File: src/rtl/kong_ctrl.sv
// Kong antagonist controller: game-state FSM, tick-driven throw animation and
// barrel-spawn valid/ready handshake toward the barrel manager.
module kong_ctrl #(
   parameter int X_POS       = 150,
   parameter int Y_POS       = 150,
   parameter int ANIM_DIV    = 2,
   parameter int CYCLE_LEN   = 16,
   parameter int MAX_BARRELS = 4
) (
   input  logic       clk,
   input  logic       rst,
   input  logic       frame_tick,
   input  logic       start,
   input  logic       over,
   input  logic       pause,
   input  logic       spawn_ready,
   input  logic       barrel_done,
   output logic [9:0] x,
   output logic [8:0] y,
   output logic [1:0] state,
   output logic [1:0] animation_state,
   output logic       spawn_valid,
   output logic [3:0] live_barrels
);

   localparam int DIV_W  = (ANIM_DIV > 1) ? $clog2(ANIM_DIV) : 1;
   localparam int STEP_W = $clog2(CYCLE_LEN);

   localparam logic [DIV_W-1:0]  DIV_LAST   = DIV_W'(ANIM_DIV - 1);
   localparam logic [STEP_W-1:0] STEP_LAST  = STEP_W'(CYCLE_LEN - 1);
   localparam logic [STEP_W-1:0] GET_FIRST  = STEP_W'(CYCLE_LEN - 6);
   localparam logic [STEP_W-1:0] HOLD_FIRST = STEP_W'(CYCLE_LEN - 4);
   localparam logic [STEP_W-1:0] DROP_FIRST = STEP_W'(CYCLE_LEN - 2);
   localparam logic [3:0]        MAX_LIVE   = 4'(MAX_BARRELS);

   typedef enum logic [1:0] {
      ST_INITIAL = 2'b00,
      ST_PLAYING = 2'b01,
      ST_PAUSED  = 2'b10
   } state_e;

   typedef enum logic [1:0] {
      AN_NORMAL = 2'b00,
      AN_GET    = 2'b01,
      AN_HOLD   = 2'b10,
      AN_DROP   = 2'b11
   } anim_e;

   // The last six steps of a throw cycle are GET, HOLD, DROP (two steps each).
   function automatic anim_e anim_of(input logic [STEP_W-1:0] s);
      anim_e a;
      if (s >= DROP_FIRST) begin
         a = AN_DROP;
      end else if (s >= HOLD_FIRST) begin
         a = AN_HOLD;
      end else if (s >= GET_FIRST) begin
         a = AN_GET;
      end else begin
         a = AN_NORMAL;
      end
      return a;
   endfunction

   state_e             state_q, state_d;
   anim_e              anim_q, anim_d;
   logic [DIV_W-1:0]   div_q, div_d;
   logic [STEP_W-1:0]  step_q, step_d;
   logic               spawn_q, spawn_d;
   logic [3:0]         live_q, live_d;
   logic               transfer_s;
   logic               stall_s;
   logic               done_s;

   // Next-state logic for the game FSM, animation counters, handshake and barrel count.
   always_comb begin
      transfer_s = spawn_q & spawn_ready;
      stall_s    = spawn_q & ~spawn_ready;
      done_s     = barrel_done & (live_q != 4'd0);

      state_d = state_q;
      case (state_q)
         ST_INITIAL: begin
            if (start) state_d = ST_PLAYING;
            else       state_d = ST_INITIAL;
         end
         ST_PLAYING: begin
            if (over)       state_d = ST_INITIAL;
            else if (pause) state_d = ST_PAUSED;
            else            state_d = ST_PLAYING;
         end
         ST_PAUSED: begin
            if (over)        state_d = ST_INITIAL;
            else if (!pause) state_d = ST_PLAYING;
            else             state_d = ST_PAUSED;
         end
         default: state_d = ST_INITIAL;
      endcase

      div_d  = div_q;
      step_d = step_q;
      if (transfer_s) spawn_d = 1'b0;
      else            spawn_d = spawn_q;

      // Ticks arriving while a spawn request waits for acceptance are dropped.
      if ((state_q == ST_PLAYING) && frame_tick && !stall_s) begin
         if (div_q == DIV_LAST) begin
            div_d = {DIV_W{1'b0}};
            if (step_q == STEP_LAST) step_d = {STEP_W{1'b0}};
            else                     step_d = step_q + STEP_W'(1);
            if ((step_d == DROP_FIRST) && (live_q < MAX_LIVE)) spawn_d = 1'b1;
            else                                               spawn_d = spawn_d;
         end else begin
            div_d = div_q + DIV_W'(1);
         end
      end else begin
         div_d  = div_q;
         step_d = step_q;
      end

      case ({transfer_s, done_s})
         2'b10: begin
            if (live_q < MAX_LIVE) live_d = live_q + 4'd1;
            else                   live_d = live_q;
         end
         2'b01:   live_d = live_q - 4'd1;
         default: live_d = live_q;
      endcase

      if (state_d == ST_INITIAL) begin
         div_d   = {DIV_W{1'b0}};
         step_d  = {STEP_W{1'b0}};
         spawn_d = 1'b0;
         live_d  = 4'd0;
      end else begin
         live_d = live_d;
      end

      anim_d = anim_of(step_d);
   end

   // Single state register for FSM, counters and all registered outputs.
   always_ff @(posedge clk) begin
      if (rst) begin
         state_q <= ST_INITIAL;
         anim_q  <= AN_NORMAL;
         div_q   <= {DIV_W{1'b0}};
         step_q  <= {STEP_W{1'b0}};
         spawn_q <= 1'b0;
         live_q  <= 4'd0;
      end else begin
         state_q <= state_d;
         anim_q  <= anim_d;
         div_q   <= div_d;
         step_q  <= step_d;
         spawn_q <= spawn_d;
         live_q  <= live_d;
      end
   end

   assign x               = 10'(X_POS);
   assign y               = 9'(Y_POS);
   assign state           = state_q;
   assign animation_state = anim_q;
   assign spawn_valid     = spawn_q;
   assign live_barrels    = live_q;

endmodule
File: config.mk
export PLATFORM = sky130hd
export DESIGN_NAME = kong_ctrl
export DESIGN_NICKNAME = d
export VERILOG_FILES = /design/src/rtl/kong_ctrl.sv
export SDC_FILE = /design/constraint.sdc
export NUM_CORES = 1
export LEC_CHECK = 0
export ABC_AREA = 1
export CAP_MARGIN = 20
export CORE_MARGIN = 2
export CORE_UTILIZATION = 45
export CTS_BUF_LIST = sky130_fd_sc_hd__clkbuf_4
export DETAILED_ROUTE_END_ITERATION = 10
export PLACE_DENSITY_LB_ADDON = 0.12
export RECOVER_POWER = 50
export SETUP_SLACK_MARGIN = 0.05
export SYNTH_ARGS = -nofsm -noshare
export SYNTH_HDL_FRONTEND = slang
export SYNTH_SLANG_ARGS = --single-unit
File: constraint.sdc
create_clock -name clk -period 2.25 [get_ports clk]
set_clock_uncertainty 0.2 [all_clocks]
set_input_delay 0.45 -clock clk [delete_from_list [all_inputs] [get_ports clk]]
set_output_delay 0.45 -clock clk [all_outputs]
set_load 0.1 [all_outputs]
==> impl_metrics.xml <==
<?xml version="1.0" encoding="UTF-8"?>
<metrics>
  <group name="floorplanning">
    <metric name="fp.dieArea" unit="µm²">2563</metric>
    <metric name="design.core.area" unit="µm²">2002</metric>
    <metric name="num_io_pins" unit="">36</metric>
    <metric name="die-width" unit="µm">50.63</metric>
    <metric name="core.rowCount" unit="">16</metric>
    <metric name="start_util" unit="%">48.87</metric>
    <metric name="die-height" unit="µm">50.63</metric>
  </group>
  <group name="critical_path">
    <metric name="r2r-end" unit="">live_barrels[0]</metric>
    <metric name="setup.worst_path.class" unit="">in2reg</metric>
    <metric name="r2r_cells" unit="">8</metric>
    <metric name="crit_path_start_kind" unit="">input pin</metric>
    <metric name="flop2flop_setup_slack" unit="ns">0.29</metric>
    <metric name="cp_data_required_time" unit="ns">2.26</metric>
    <metric name="crit_arrival" unit="ns">2.04</metric>
    <metric name="critical_path.max_fanout" unit="">3</metric>
    <metric name="critPathCapture" unit="">live_barrels[2]</metric>
    <metric name="critical_path.startpoint" unit="">barrel_done</metric>
    <metric name="worstSetupEndpointType" unit="">flip-flop</metric>
    <metric name="rr_startpoint" unit="">state[0]</metric>
  </group>
  <group name="routing">
    <metric name="viasPerCell" unit="">4.306</metric>
    <metric name="detail_route.iter0.violations" unit="">7</metric>
    <metric name="final_antenna_net_count" unit="">0</metric>
    <metric name="drtPass1Iterations" unit="">3</metric>
    <metric name="dr_total_vias" unit="">775</metric>
    <metric name="routed_wire_length_per_instance" unit="µm">8.717</metric>
    <metric name="final_wirelength" unit="µm">1569</metric>
    <metric name="drt_drc_violations_left" unit="">0</metric>
  </group>
  <group name="cells_and_area">
    <metric name="syn_to_final_growth" unit="%">13.81</metric>
    <metric name="utilization" unit="%">55.63</metric>
    <metric name="finish.net_count" unit="">171</metric>
    <metric name="mostFrequentLayoutCell" unit="">nand2_1</metric>
    <metric name="ratio_of_cells_with_drive_above_1_in_the_final_layout" unit="%">24.18</metric>
    <metric name="n_antenna_cell" unit="">0</metric>
    <metric name="most-common-layout-cells" unit="">nand2_1 (22), conb_1 (19), nor2_1 (18), inv_1 (15), dfxtp_1 (8)</metric>
  </group>
  <group name="power">
    <metric name="sw_power" unit="µW">247.9</metric>
    <metric name="intPower" unit="µW">330.9</metric>
    <metric name="leakagePower" unit="µW">0.0005430</metric>
    <metric name="sw_frac_of_total" unit="%">42.82</metric>
    <metric name="power.clock.fraction" unit="%">24.1</metric>
    <metric name="cellPowerDensity" unit="nW/µm²">519.8</metric>
    <metric name="peak_supply_drop" unit="mV">0.3793</metric>
    <metric name="p_comb_share" unit="%">32.4</metric>
    <metric name="power.sequential.fraction" unit="%">43.6</metric>
  </group>
  <group name="cts">
    <metric name="clk-insertion-delay-late" unit="ns">0.28</metric>
    <metric name="tritoncts" unit="">done</metric>
    <metric name="ctsRootBufferMaster" unit="">clkbuf_4</metric>
    <metric name="cts_buffers" unit="">3</metric>
    <metric name="cts_num_sinks" unit="">14</metric>
    <metric name="clkTransAtPathRegs" unit="ns">0.08</metric>
    <metric name="htree_levels" unit="">1</metric>
    <metric name="ctsLongestPathBuffers" unit="">2</metric>
  </group>
  <group name="placement">
    <metric name="io_buffer_count" unit="">16</metric>
    <metric name="place_ws" unit="ns">-0.1515</metric>
    <metric name="post-dp-hpwl" unit="µm">1277</metric>
    <metric name="place_congestion" unit="">0.7098</metric>
  </group>
  <group name="worst_hold_path">
    <metric name="timing.hold.worst.class" unit="">reg2reg</metric>
    <metric name="worst_hold_path.num_cells" unit="">2</metric>
  </group>
  <group name="timing">
    <metric name="rsz_0062_raised_after_global_routing" unit="">false</metric>
    <metric name="final_min_period_over_clock_period" unit="%">90.22</metric>
    <metric name="timing.final.crit_period" unit="ns">2.030</metric>
    <metric name="setup_tns" unit="ns">0</metric>
    <metric name="worst_pin_slew" unit="ns">0.5784</metric>
    <metric name="worst_slew_margin_rel" unit="%">61.29</metric>
    <metric name="slew_violations" unit="">0</metric>
    <metric name="hold_violations_final" unit="">0</metric>
    <metric name="max_clock_freq" unit="MHz">492.6</metric>
    <metric name="setup_ws" unit="ns">0.2200</metric>
    <metric name="final-setup-viol-count" unit="">0</metric>
  </group>
  <group name="run">
    <metric name="drv_cap" unit="">0</metric>
  </group>
  <group name="logic_synthesis">
    <metric name="synth_warnings" unit="">0</metric>
    <metric name="mean_instance_size_in_the_synthesized_netlist" unit="µm²">7.412</metric>
    <metric name="syn-cell-area" unit="µm²">978.4</metric>
    <metric name="netlist_instances" unit="">132</metric>
    <metric name="synth-seq-cells" unit="">14</metric>
    <metric name="synth.yosys.seq_area_share" unit="%">28.64</metric>
    <metric name="synthDistinctLibCells" unit="">23</metric>
  </group>
  <group name="global_route">
    <metric name="via_count_of_the_first_global_routing_pass" unit="">675</metric>
    <metric name="pin_count_of_the_biggest_net_entering_global_routing" unit="">9</metric>
    <metric name="grt_first_pass_wirelength" unit="µm">2711</metric>
    <metric name="grt_remaining_overflow" unit="">0</metric>
    <metric name="global_route.usage.total" unit="%">14.13</metric>
    <metric name="antenna_found_initial" unit="">0</metric>
  </group>
  <group name="status">
    <metric name="status" unit="">finished, final reports clean</metric>
  </group>
</metrics>
==> through the flow <==
| stage | power, µW | area, µm² | cells | hold WS [ns] |
|---|---|---|---|---|
| floorplan | 454.8 | 1051 | 149 | 0.3293 |
| global placement | 448.6 | 1102 | 176 | 0.3005 |
| detailed placement | 449.1 | 1102 | 176 | 0.3031 |
| CTS | 588.8 | 1125 | 179 | 0.3161 |
| global route | 600.3 | 1114 | 180 | 0.3503 |
| finish | 578.8 | 1114 | 180 | 0.3178 |
==> worst max-delay path: stages <==
cell and delay, ns:
clkdlybuf4s50_1 0.48, inv_1 0.05, a21oi_2 0.13, nand2_2 0.07
buf_4 0.15, fa_1 0.37, xnor2_1 0.15, nand2_1 0.08
a21oi_2 0.11
==> routing by layer <==
metal,GRT usage [%],vias up,part of all wire (%)
met5,0,-,0
met4,9.459,0,2.8
met3,1.786,4,5.5
met2,24.56,26,46
met1,16.02,334,46
li1,-,411,-
==> power groups by stage <==
| stage | registers [µW] | logic [µW] | clock network, µW |
|---|---|---|---|
| after floorplan | 270 | 185 | 0 |
| after global placement | 258 | 190 | 0 |
| after detailed placement | 258 | 191 | 0 |
| after CTS | 253 | 191 | 145 |
| after global routing | 253 | 194 | 153 |
| final | 252 | 187 | 139 |
==> synthesized netlist by cell type (all sizes together) <==
cell,count,area [µm²]
nand2,25,101.4
nor2,21,98.84
buf,19,142.6
inv,19,71.32
dfxtp,14,280.3
ha,7,87.58
o21ai,7,35.03
nand3,5,25.02
a21oi,4,38.79
conb,2,7.510
nand3b,2,15.01
nor3,2,10.01
xnor2,2,17.52
a31oi,1,6.260
fa,1,20.02
nand4,1,21.27
==> area by class of cell <==
cell class / instances / area (µm²)
tap: 27 / 33.78
multi-input combinational: 97 / 548.0
fill: 215 / 888.4
sequential: 14 / 287.8
clock buffer: 3 / 22.52
timing repair buffer: 20 / 150.1
inverter: 19 / 71.32
==> kinds of logic (layout without fill, tap and decap cells) <==
| logic type | count (synthesis) | after routing | synth area share, % |
|---|---|---|---|
| AOI/OAI and AO/OA | 12 | 12 | 8.184 |
| and+or+nand+nor | 56 | 56 | 27.75 |
| buffers and inverters | 38 | 42 | 21.87 |
| adders and majority gates | 8 | 8 | 11.00 |
| xor gates and xnor gates | 2 | 2 | 1.791 |
| other | 2 | 19 | 0.7675 |
| DFF | 14 | 14 | 28.64 |
==> what timing repair did <==
action	CTS	global route
hold buffers	0	0
resized for setup	0	3
buffers inserted	0	1
setup endpoints to repair	0	1
==> sequential cells by signal, indices dropped and copies added (netlist names) <==
| signal | flops |
|---|---|
| animation_state | 2 |
| spawn_valid | 1 |
| live_barrels | 4 |
| step_q | 4 |
| div_q | 1 |
| state | 2 |
==> how the worst min path moves through the flow <==
stage | from | to | slack, ns
after CTS | live_barrels[2] | live_barrels[2] | 0.32
after global placement | live_barrels[3] | live_barrels[3] | 0.30
after global routing | live_barrels[3] | live_barrels[3] | 0.35
final | live_barrels[3] | live_barrels[3] | 0.32
after floorplan | step_q[1] | step_q[1] | 0.33
after detailed placement | live_barrels[2] | live_barrels[2] | 0.30
Power figures use the tool's default switching activity.
